[config.mk]
export PLATFORM = sky130hd
export DESIGN_NAME = hicore_de2issue_pipe
export DESIGN_NICKNAME = d
export VERILOG_FILES = /design/src/rtl/hicore_de2issue_pipe.sv
export SDC_FILE = /design/constraint.sdc
export NUM_CORES = 1
export LEC_CHECK = 0
export ABC_AREA = 0
export CAP_MARGIN = 40
export CORE_UTILIZATION = 55
export DETAILED_ROUTE_END_ITERATION = 16
export PLACE_DENSITY = 0.95
export SETUP_SLACK_MARGIN = 0.05
export SYNTH_ARGS = -nofsm -noshare
export SYNTH_HDL_FRONTEND = slang
export SYNTH_SLANG_ARGS = --single-unit
[constraint.sdc]
create_clock -name clk -period 11.4 [get_ports clk]
set_input_delay 1.71 -clock clk [delete_from_list [all_inputs] [get_ports clk]]
set_output_delay 1.71 -clock clk [all_outputs]
set_load 0.01 [all_outputs]
[src/rtl/hicore_de2issue_pipe.sv]
// hicore_de2issue_pipe: transmitting end of the decode-to-issue interface.
// Two-entry FIFO between decoder and issue stage. Each accepted instruction
// is stamped with the next sequential ROB pointer. Flush kills both entries
// and reloads the allocation pointer from the committing branch/exception.
module hicore_de2issue_pipe #(
  parameter int PAYLOAD_W = 112,
  parameter int ROB_PTR_W = 4,
  parameter int SEL_W     = 5
) (
  input  logic                                 clk,
  input  logic                                 rst,
  input  logic                                 i_dec_valid,
  output logic                                 o_dec_ready,
  input  logic [SEL_W-1:0]                     i_dec_sel,
  input  logic [PAYLOAD_W-1:0]                 i_dec_payload,
  input  logic                                 i_rob_full,
  input  logic                                 i_flush,
  input  logic [ROB_PTR_W-1:0]                 i_flush_rob_ptr,
  output logic                                 o_de2issue_valid,
  input  logic                                 i_de2issue_ready,
  output logic                                 o_de2issue_cancel,
  output logic [SEL_W+ROB_PTR_W+PAYLOAD_W-1:0] o_de2issue_info
);

  localparam int ENTRY_W = SEL_W + ROB_PTR_W + PAYLOAD_W;

  // Entry storage, indexed by the 1-bit read/write pointers.
  logic [ENTRY_W-1:0]   entry_q [2];
  logic                 rd_ptr;
  logic                 wr_ptr;
  logic [1:0]           count;
  logic [ROB_PTR_W-1:0] alloc_ptr;

  logic                 push;
  logic                 pop;
  logic                 not_full;

  // Handshake decode; ready deliberately ignores i_dec_valid so the decoder
  // never sees a combinational loop through valid->ready.
  always_comb begin
    not_full          = (count != 2'd2);
    o_dec_ready       = not_full & ~i_rob_full & ~i_flush;
    push              = i_dec_valid & o_dec_ready;
    o_de2issue_valid  = (count != 2'd0);
    pop               = o_de2issue_valid & i_de2issue_ready & ~i_flush;
    o_de2issue_cancel = i_flush;
    o_de2issue_info   = '0;
    if (count != 2'd0) begin
      o_de2issue_info = entry_q[rd_ptr];
    end
  end

  // FIFO state, entry writes and ROB pointer allocation. Reset beats flush;
  // flush beats any push/pop in the same cycle.
  always_ff @(posedge clk) begin
    if (rst) begin
      count      <= 2'd0;
      rd_ptr     <= 1'b0;
      wr_ptr     <= 1'b0;
      alloc_ptr  <= '0;
      entry_q[0] <= '0;
      entry_q[1] <= '0;
    end else if (i_flush) begin
      count     <= 2'd0;
      rd_ptr    <= 1'b0;
      wr_ptr    <= 1'b0;
      alloc_ptr <= i_flush_rob_ptr;
    end else begin
      if (push) begin
        entry_q[wr_ptr] <= {i_dec_sel, alloc_ptr, i_dec_payload};
        wr_ptr          <= ~wr_ptr;
        alloc_ptr       <= alloc_ptr + ROB_PTR_W'(1);
      end
      if (pop) begin
        rd_ptr <= ~rd_ptr;
      end
      case ({push, pop})
        2'b10:   count <= count + 2'd1;
        2'b01:   count <= count - 2'd1;
        default: count <= count;
      endcase
    end
  end

endmodule
-- After elaboration in Yosys (flattened, before gate mapping)
Memory sizes are Yosys's and may differ from the RTL's. A register that Yosys moved wholly into a read port is not among the register bits.
Cells that the tools add are included.
- flip-flop bits (word level): 8
- RAM bits: 242
- word-level logic and storage cells: 40
- memories: 1
- add/subtract/negate cells: 3
- eq/ne operators: 3
- mux-type cells: 15
- bitwise logic cells: 9
- reductions and logical operators: 5
- memories (name ; words ; width ; read ports ; clocked after Yosys merged registers in ; write ports ; line ; text):
    entry_q ; 2 ; 121 ; 1 ; 1 ; 2 ; 28 ; logic [ENTRY_W-1:0] entry_q [2];
- operators with widths (cell ; number):
    121-bit 2-to-1 mux ; 2
    121-bit OR reduction ; 1
    1-bit 2-to-1 mux ; 10
    4-bit 2-to-1 mux ; 2
    2-bit nonzero test ; 3
    1-bit AND ; 5
    4-bit by 1-bit adder with 4-bit output (second input constant) ; 1
    1-bit inverter ; 4
    2-bit one-hot mux with 2 select lines ; 1
    2-bit by 1-bit adder with 2-bit output (second input constant) ; 1
    2-bit by 1-bit == test with 1-bit output (second input constant) ; 1
    2-bit == test (second input constant) ; 1
    2-bit != test (second input constant) ; 1
    2-bit OR reduction ; 1
    2-bit by 1-bit subtractor with 2-bit output (second input constant) ; 1

-- Depth between registers and ports, before layout
Gate-level depths: netlist (run 1).
- word-level depth: 10
- depth in mapped cells: 9
- mapped depth without buffers: 9

-- Worst setup path after synthesis (run 1)
Ideal clock, no wire load.
- path type: input to register
- start point: in rst
- end point: mem entry_q[0][0] (netlist name) (enable)
- library setup time: 501 ps
- arrival time: 5190 ps
- required time: 10899 ps
- path slack: 5709 ps
- stages on the path: 3
- path buffers: 2
- cell sequence: clkbuf_1 > clkbuf_1 > nand2b_1
- RTL lines (what ; line ; text):
    start: declaration ; 11 ; input logic rst,
    end: declaration ; 28 ;

==> results of run 1 <==
metal layers:
layer | vias up | track usage [%] | wire (um)
li1 | 3722 | - | -
met1 | 3828 | 29.5 | 10000
met2 | 319 | 44.6 | 13900
met3 | 86 | 3.45 | 1440
met4 | 0 | 11.8 | 1200
met5 | - | 0 | 0
kinds of logic (layout without fill, tap and decap cells):
| logic type | Yosys count | after routing | share of synthesized area [%] |
|---|---|---|---|
| XOR/XNOR | 4 | 4 | 0.308 |
| other | 0 | 1 | 0 |
| AO/OA/AOI/OAI | 8 | 8 | 0.594 |
| AND/OR/NAND/NOR | 506 | 506 | 19.8 |
| adder cells (fa/ha/maj) | 2 | 2 | 0.220 |
| buffers and inverters | 75 | 318 | 2.94 |
| multiplexers | 121 | 121 | 10.6 |
| flip-flops | 251 | 251 | 65.5 |
registers in the layout, indices dropped and copies added, names as in the netlist, named ones only:
name       cells
wr_ptr         1
rd_ptr         1
entry_q      242
alloc_ptr      4
count          2
cells in the final DEF, fill, tap and decap left out, drive strengths merged:
cell type | Yosys | routed
ha | 2 | 2
xor2 | 2 | 2
o31a | 1 | 1
a31oi | 2 | 2
and2 | 7 | 7
nand4b | 1 | 1
diode | 0 | 1
nand2 | 3 | 3
edfxtp | 242 | 242
mux2i | 121 | 121
a221oi | 1 | 1
a211oi | 1 | 1
xnor2 | 2 | 2
nand2b | 120 | 120
nand3b | 1 | 1
a32oi | 1 | 1
nor2 | 362 | 362
clkinv | 0 | 9
nand4 | 1 | 1
and3 | 1 | 1
clkbuf | 36 | 39
nand3 | 2 | 2
or3 | 1 | 1
nor3 | 7 | 7
a211o | 1 | 1
a2111oi | 1 | 1
buf | 34 | 16
inv | 5 | 5
clkdlybuf4s50 | 0 | 249
dfxtp | 9 | 9
cells in the mapped netlist (2+ instances only):
master,instances
nand2b_1,119
xor2_1,2
mux2i_1,121
inv_1,4
and2_1,6
xnor2_1,2
nand2_1,3
ha_1,2
a31oi_1,2
nor2_1,361
nor3_1,7
dfxtp_1,9
buf_2,31
edfxtp_1,242
nand3_1,2
clkbuf_1,36
worst reg2reg max path, cell delays in order (launching register included):
cell	delay, ns
dfxtp_1	0.46
nand2b_4	0.19
nand4b_1	0.11
buf_4	0.29
nand2b_4	0.58
buf_4	0.66
buf_12	0.31
power by group:
part | total [W] | internal, W | switching (W)
sequential | 0.00107 | 0.00105 | 0.0000131
clock | 0.000778 | 0.000448 | 0.000330
combinational | 0.000159 | 0.0000797 | 0.0000794
worst paths after layout:
check	from	to	cells after the start
setup / recovery	flop	o_de2issue_info[119]	5
hold / removal	wr_ptr$_SDFFE_PP0P_	wr_ptr$_SDFFE_PP0P_	2
setup reg to reg	count[0]$_SDFFE_PP0P_	entry_q[0][36]$_SDFFCE_PN0P_	6
hold reg to reg	wr_ptr$_SDFFE_PP0P_	wr_ptr$_SDFFE_PP0P_	2
cell type report:
| class | instances | area share [%] |
|---|---|---|
| diodes | 1 | 0.0168 |
| clock inverters | 9 | 0.318 |
| inverters | 5 | 0.142 |
| multi-input cells | 641 | 24.2 |
| clock buffers | 39 | 4.96 |
| repair buffers | 265 | 18.2 |
| flip-flops and latches | 251 | 49.9 |
| well taps | 270 | 2.26 |
metrics by stage:
step | instances | power (W) | hold WS [ns] | utilization (%) | instance area (um^2)
floorplan | 967 | 0.00116 | 0.453 | - | 11400
global placement | 1426 | 0.00123 | 0.469 | 69.2 | 14000
detailed placement | 1432 | 0.00124 | 0.500 | 69.9 | 14100
CTS | 1480 | 0.00201 | 0.515 | 73.8 | 14900
global route | 1480 | 0.00207 | 0.565 | 73.8 | 14900
finish | 1481 | 0.00200 | 0.524 | 73.8 | 14900
==> out/metrics.csv, run 1 <==
stage,metric,value,unit
setup_path,critPathRequiredTime,9.69,ns
timing,finalSetupTns,0,ns
timing,worst_pin_slew,0.907,ns
global_route,antenna_found_initial,2,
synth,syn-cell-area,11400,um^2
synth,yosysSeqAreaShare,65.5,%
synth,synth_area_per_cell,11.8,um^2
synth,synth_ff_type,edfxtp_1,
setup_path,crit_type,reg2out,
setup_path,cp_top_family,buffers and inverters,
floorplan,start_util,56.2,%
cts,clock_latency,0.51,ns
synth,yosys_warnings,0,
detailed_routing,drt-initial-drc-count,474,
synth,synth.top_cell.area_share,63.9,%
finish,multi_input_area,3620,um^2
synth,synthCells,967,
setup_path,cpMaxStageDelayCell,dfxtp_4,
timing,rsz0062_at_grt,false,
cts,cts_setup_buffers,0,
pwr,power_density,134,nW/um^2
cts,cts_buffers,26,
global_route,grt_pass1_wl,41.5,mm
finish,drive_gt1_share,4.71,%
finish,fill_cells,1278,
pwr,leakage,4.96,nW
detailed_routing,drtPass1Iterations,6,
setup_path,cp_common_cell,buf_4,
synth,post-synth-top-area-cell,edfxtp_1,
setup_path,r2r_setup_slack,8.44,ns
setup_path,cp-start-kind,flop,
floorplan,die_x,146,um
job,drv_cap,0,
finish,syn_to_final_growth,31.2,%
cts,clk_pin_slew_worst_paths,0.06,ns
worst_hold_path,hold_path_class,reg2reg,
cts,cts-hold-fix-buffers,0,
setup_path,arrival,3.68,ns
placement,place_congestion,0.777,
finish,regArea,7450,um^2
synth,synth_enable_flop_cells,242,
finish,layout.nets,1319,
timing,layout_setup_ws,6.01,ns
synth,synthesis.nets,1096,
timing,finalCritPeriodShare,47.3,%
global_route,grt-ovfl-total,0,
detailed_routing,remaining_drc_errors,0,
setup_path,critical-path-max-stage-delay,0.78,ns
detailed_routing,finalWirelength,26.6,mm
timing,max_freq,185,MHz
cts,clock-root-buffer,clkbuf_16,
placement,io_buffer_count,250,
setup_path,worst-path-max-fanout,45,
timing,hold_viol,0,
setup_path,path_buf_inv,3,
timing,setup_viol,0,
synth,synth_area_leaders,"edfxtp_1 64%, nor2_1 12%, mux2i_1 11%, nand2b_1 6.5%, dfxtp_1 1.6%",
global_route,grt_pass1_vias,8231,
detailed_routing,num_vias,7955,
detailed_routing,ant_nets,0,
floorplan,row_count,52,
synth,postSynthRegisterBits,251,
timing,relSlewSlack,39.6,%
synth,postSynth.asyncResetShare,0,%
floorplan,dieArea,21300,um^2
timing,report.final.slew_viol_count,0,
detailed_routing,viasPerCell,5.37,
timing,fin_worst_skew,0.00772,ns
cts,cts_num_sinks,251,
global_route,grt_usage,24.9,%
placement,pre_cts_ws,6.29,ns
setup_path,path_cells,buf_4 -> buf_4 -> mux2i_1 -> nor2_1 -> clkdlybuf4s50_1,
floorplan,pin_count,251,
synth,synth_cell_types,34,
timing,period_minus_slack,5.39,ns
cts,cts_max_path_buffers,3,
floorplan,die_h,146,um
placement,hpwl,16.9,mm
cts,tritoncts,done,
pwr,peakVddDrop,0.118,mV
detailed_routing,wl_per_cell,17.9,um
setup_path,cp-end-kind,primary output,
cts,cts_resized,0,
cts,h-tree-depth,1,
floorplan,core,20200,um^2
outcome,status,"complete, no violations",
global_route,grt_max_degree,81,
Note: power is estimated with default switching activity, not from simulation.
==> inputs of run 2 (changes only) <==
- CORE_UTILIZATION: 55 -> 51
- PLACE_DENSITY: 0.95 -> 0.92
- clock period: 11.4 -> 5.3 ns (I/O delays scaled with it)
==> out/metrics.csv, run 2 (synthesized netlist as in run 1, its figures left out) <==
stage,metric,value,unit
detailed_routing,drt-initial-drc-count,517,
worst_hold_path,hold_path_class,reg2reg,
cts,cts_setup_buffers,0,
finish,syn_to_final_growth,31.9,%
cts,cts_max_path_buffers,3,
cts,cts_resized,0,
cts,clock-root-buffer,clkbuf_16,
setup_path,worst-path-max-fanout,46,
timing,relSlewSlack,40.8,%
setup_path,cp-end-kind,primary output,
pwr,leakage,4.99,nW
floorplan,row_count,54,
global_route,grt_usage,22.6,%
pwr,peakVddDrop,0.249,mV
floorplan,core,21800,um^2
detailed_routing,finalWirelength,26.3,mm
timing,worst_pin_slew,0.886,ns
timing,finalCritPeriodShare,69.2,%
job,drv_cap,0,
setup_path,ff2ff_path_depth,4,
detailed_routing,remaining_drc_errors,0,
detailed_routing,drtPass1Iterations,5,
timing,layout_setup_ws,1.63,ns
global_route,antenna_found_initial,0,
cts,cts_buffers,26,
timing,period_minus_slack,3.67,ns
finish,top_regs,"entry_q: 242 flops, alloc_ptr: 4 flops, count: 2 flops",
setup_path,crit_type,reg2out,
global_route,grt_pass1_vias,7986,
finish,fill_cells,1463,
finish,layout_commonest_cell,nor2_1,
timing,finalSetupTns,0,ns
global_route,grt_pass1_wl,39.8,mm
pwr,power_density,303,nW/um^2
finish,top_register,entry_q,
detailed_routing,wl_per_cell,17.7,um
global_route,grt-ovfl-total,0,
setup_path,r2r_setup_slack,2.91,ns
timing,report.final.slew_viol_count,0,
finish,multi_input_area,3620,um^2
timing,setup_viol,0,
placement,pre_cts_ws,1.82,ns
worst_hold_path,min_from,wr_ptr$_SDFFE_PP0P_,
setup_path,arrival,2.87,ns
detailed_routing,ant_nets,0,
setup_path,timing.rr.start,count[0]$_SDFFE_PP0P_,
pwr,finalPower,0.00454,W
placement,place_congestion,0.777,
cts,cts_num_sinks,251,
cts,clk_pin_slew_worst_paths,0.06,ns
worst_hold_path,hold_depth,2,
floorplan,pin_count,251,
outcome,status,"complete, no violations",
finish,diodes,0,
placement,io_buffer_count,250,
cts,tritoncts,done,
detailed_routing,num_vias,7857,
finish,largest_reg_flops,242,
cts,clock_latency,0.52,ns
finish,drive_gt1_share,5.14,%
setup_path,cp-start-kind,flop,
finish,layout.nets,1317,
floorplan,start_util,52.1,%
timing,hold_ws,0.521,ns
global_route,grt_max_degree,77,
setup_path,critPathRequiredTime,4.51,ns
floorplan,die_x,151,um
finish,mostFrequentLayoutCells,"360 x nor2_1, 249 x clkdlybuf4s50_1, 242 x edfxtp_1",
finish,regArea,7450,um^2
timing,max_freq,273,MHz
placement,hpwl,16.7,mm
cts,h-tree-depth,1,
worst_hold_path,min_to,wr_ptr$_SDFFE_PP0P_,
timing,fin_worst_skew,0.0268,ns
timing,hold_viol,0,
timing,rsz0062_at_grt,false,
floorplan,die_h,151,um
floorplan,dieArea,22900,um^2
cts,cts-hold-fix-buffers,0,
detailed_routing,viasPerCell,5.28,
setup_path,timing.rr.end,entry_q[1][41]$_SDFFCE_PN0P_,
-- run 2: how the worst max path moves through the flow --
stage / from / endpoint / slack (ns) / depth (start not counted)
6_report: count[1]$_SDFFE_PP0P_ / o_de2issue_info[78] / 1.63 / 4
5_1_grt: count[1]$_SDFFE_PP0P_ / o_de2issue_info[78] / 1.45 / 4
4_1_cts: count[1]$_SDFFE_PP0P_ / o_de2issue_info[113] / 1.57 / 4
3_5_place_dp: i_flush / entry_q[0][14]$_SDFFCE_PN0P_ / 1.82 / 7
3_3_place_gp: i_flush / entry_q[0][65]$_SDFFCE_PN0P_ / 1.79 / 6
2_1_floorplan: rst / entry_q[0][0]$_SDFFCE_PN0P_ / 0.52 / 3
-- run 2: worst max-delay path, stage by stage (launching register included) --
cell and delay (ns):
dfxtp_1 0.37, nor2_4 0.71, buf_4 0.54, nor2_1 0.14, clkdlybuf4s50_1 0.52
-- run 2: layer usage --
layer  global-route usage, %  wire length, um  vias to the layer above
met5                       0                0                        -
met1                    27.5             9870                     3681
met3                    3.13             1640                       88
li1                        -                -                     3715
met2                    39.1            13600                      373
met4                    11.8             1150                        0
-- run 2: cell type report --
class	count	share of cell area, %
Timing Repair Buffer	263	17.8
Sequential cell	251	49.6
Clock buffer	32	4.63
Multi-Input combinational cell	641	24.1
Clock inverter	15	1.38
Tap cell	280	2.33
Inverter	5	0.142
-- run 2: per-stage QoR --
stage | util (%) | area [um^2] | std cells
2_1_floorplan | - | 11400 | 967
3_3_place_gp | 64.4 | 14100 | 1438
3_5_place_dp | 64.6 | 14100 | 1440
4_1_cts | 68.8 | 15000 | 1487
5_1_grt | 68.8 | 15000 | 1487
6_report | 68.8 | 15000 | 1487
-- run 2: power breakdown --
| group | switching [W] | leakage [nW] | internal, W |
|---|---|---|---|
| sequential | 0.0000283 | 2.59 | 0.00226 |
| combinational | 0.000174 | 1.97 | 0.000168 |
| clock | 0.000733 | 0.434 | 0.00117 |
| total | 0.000936 | 4.99 | 0.00361 |
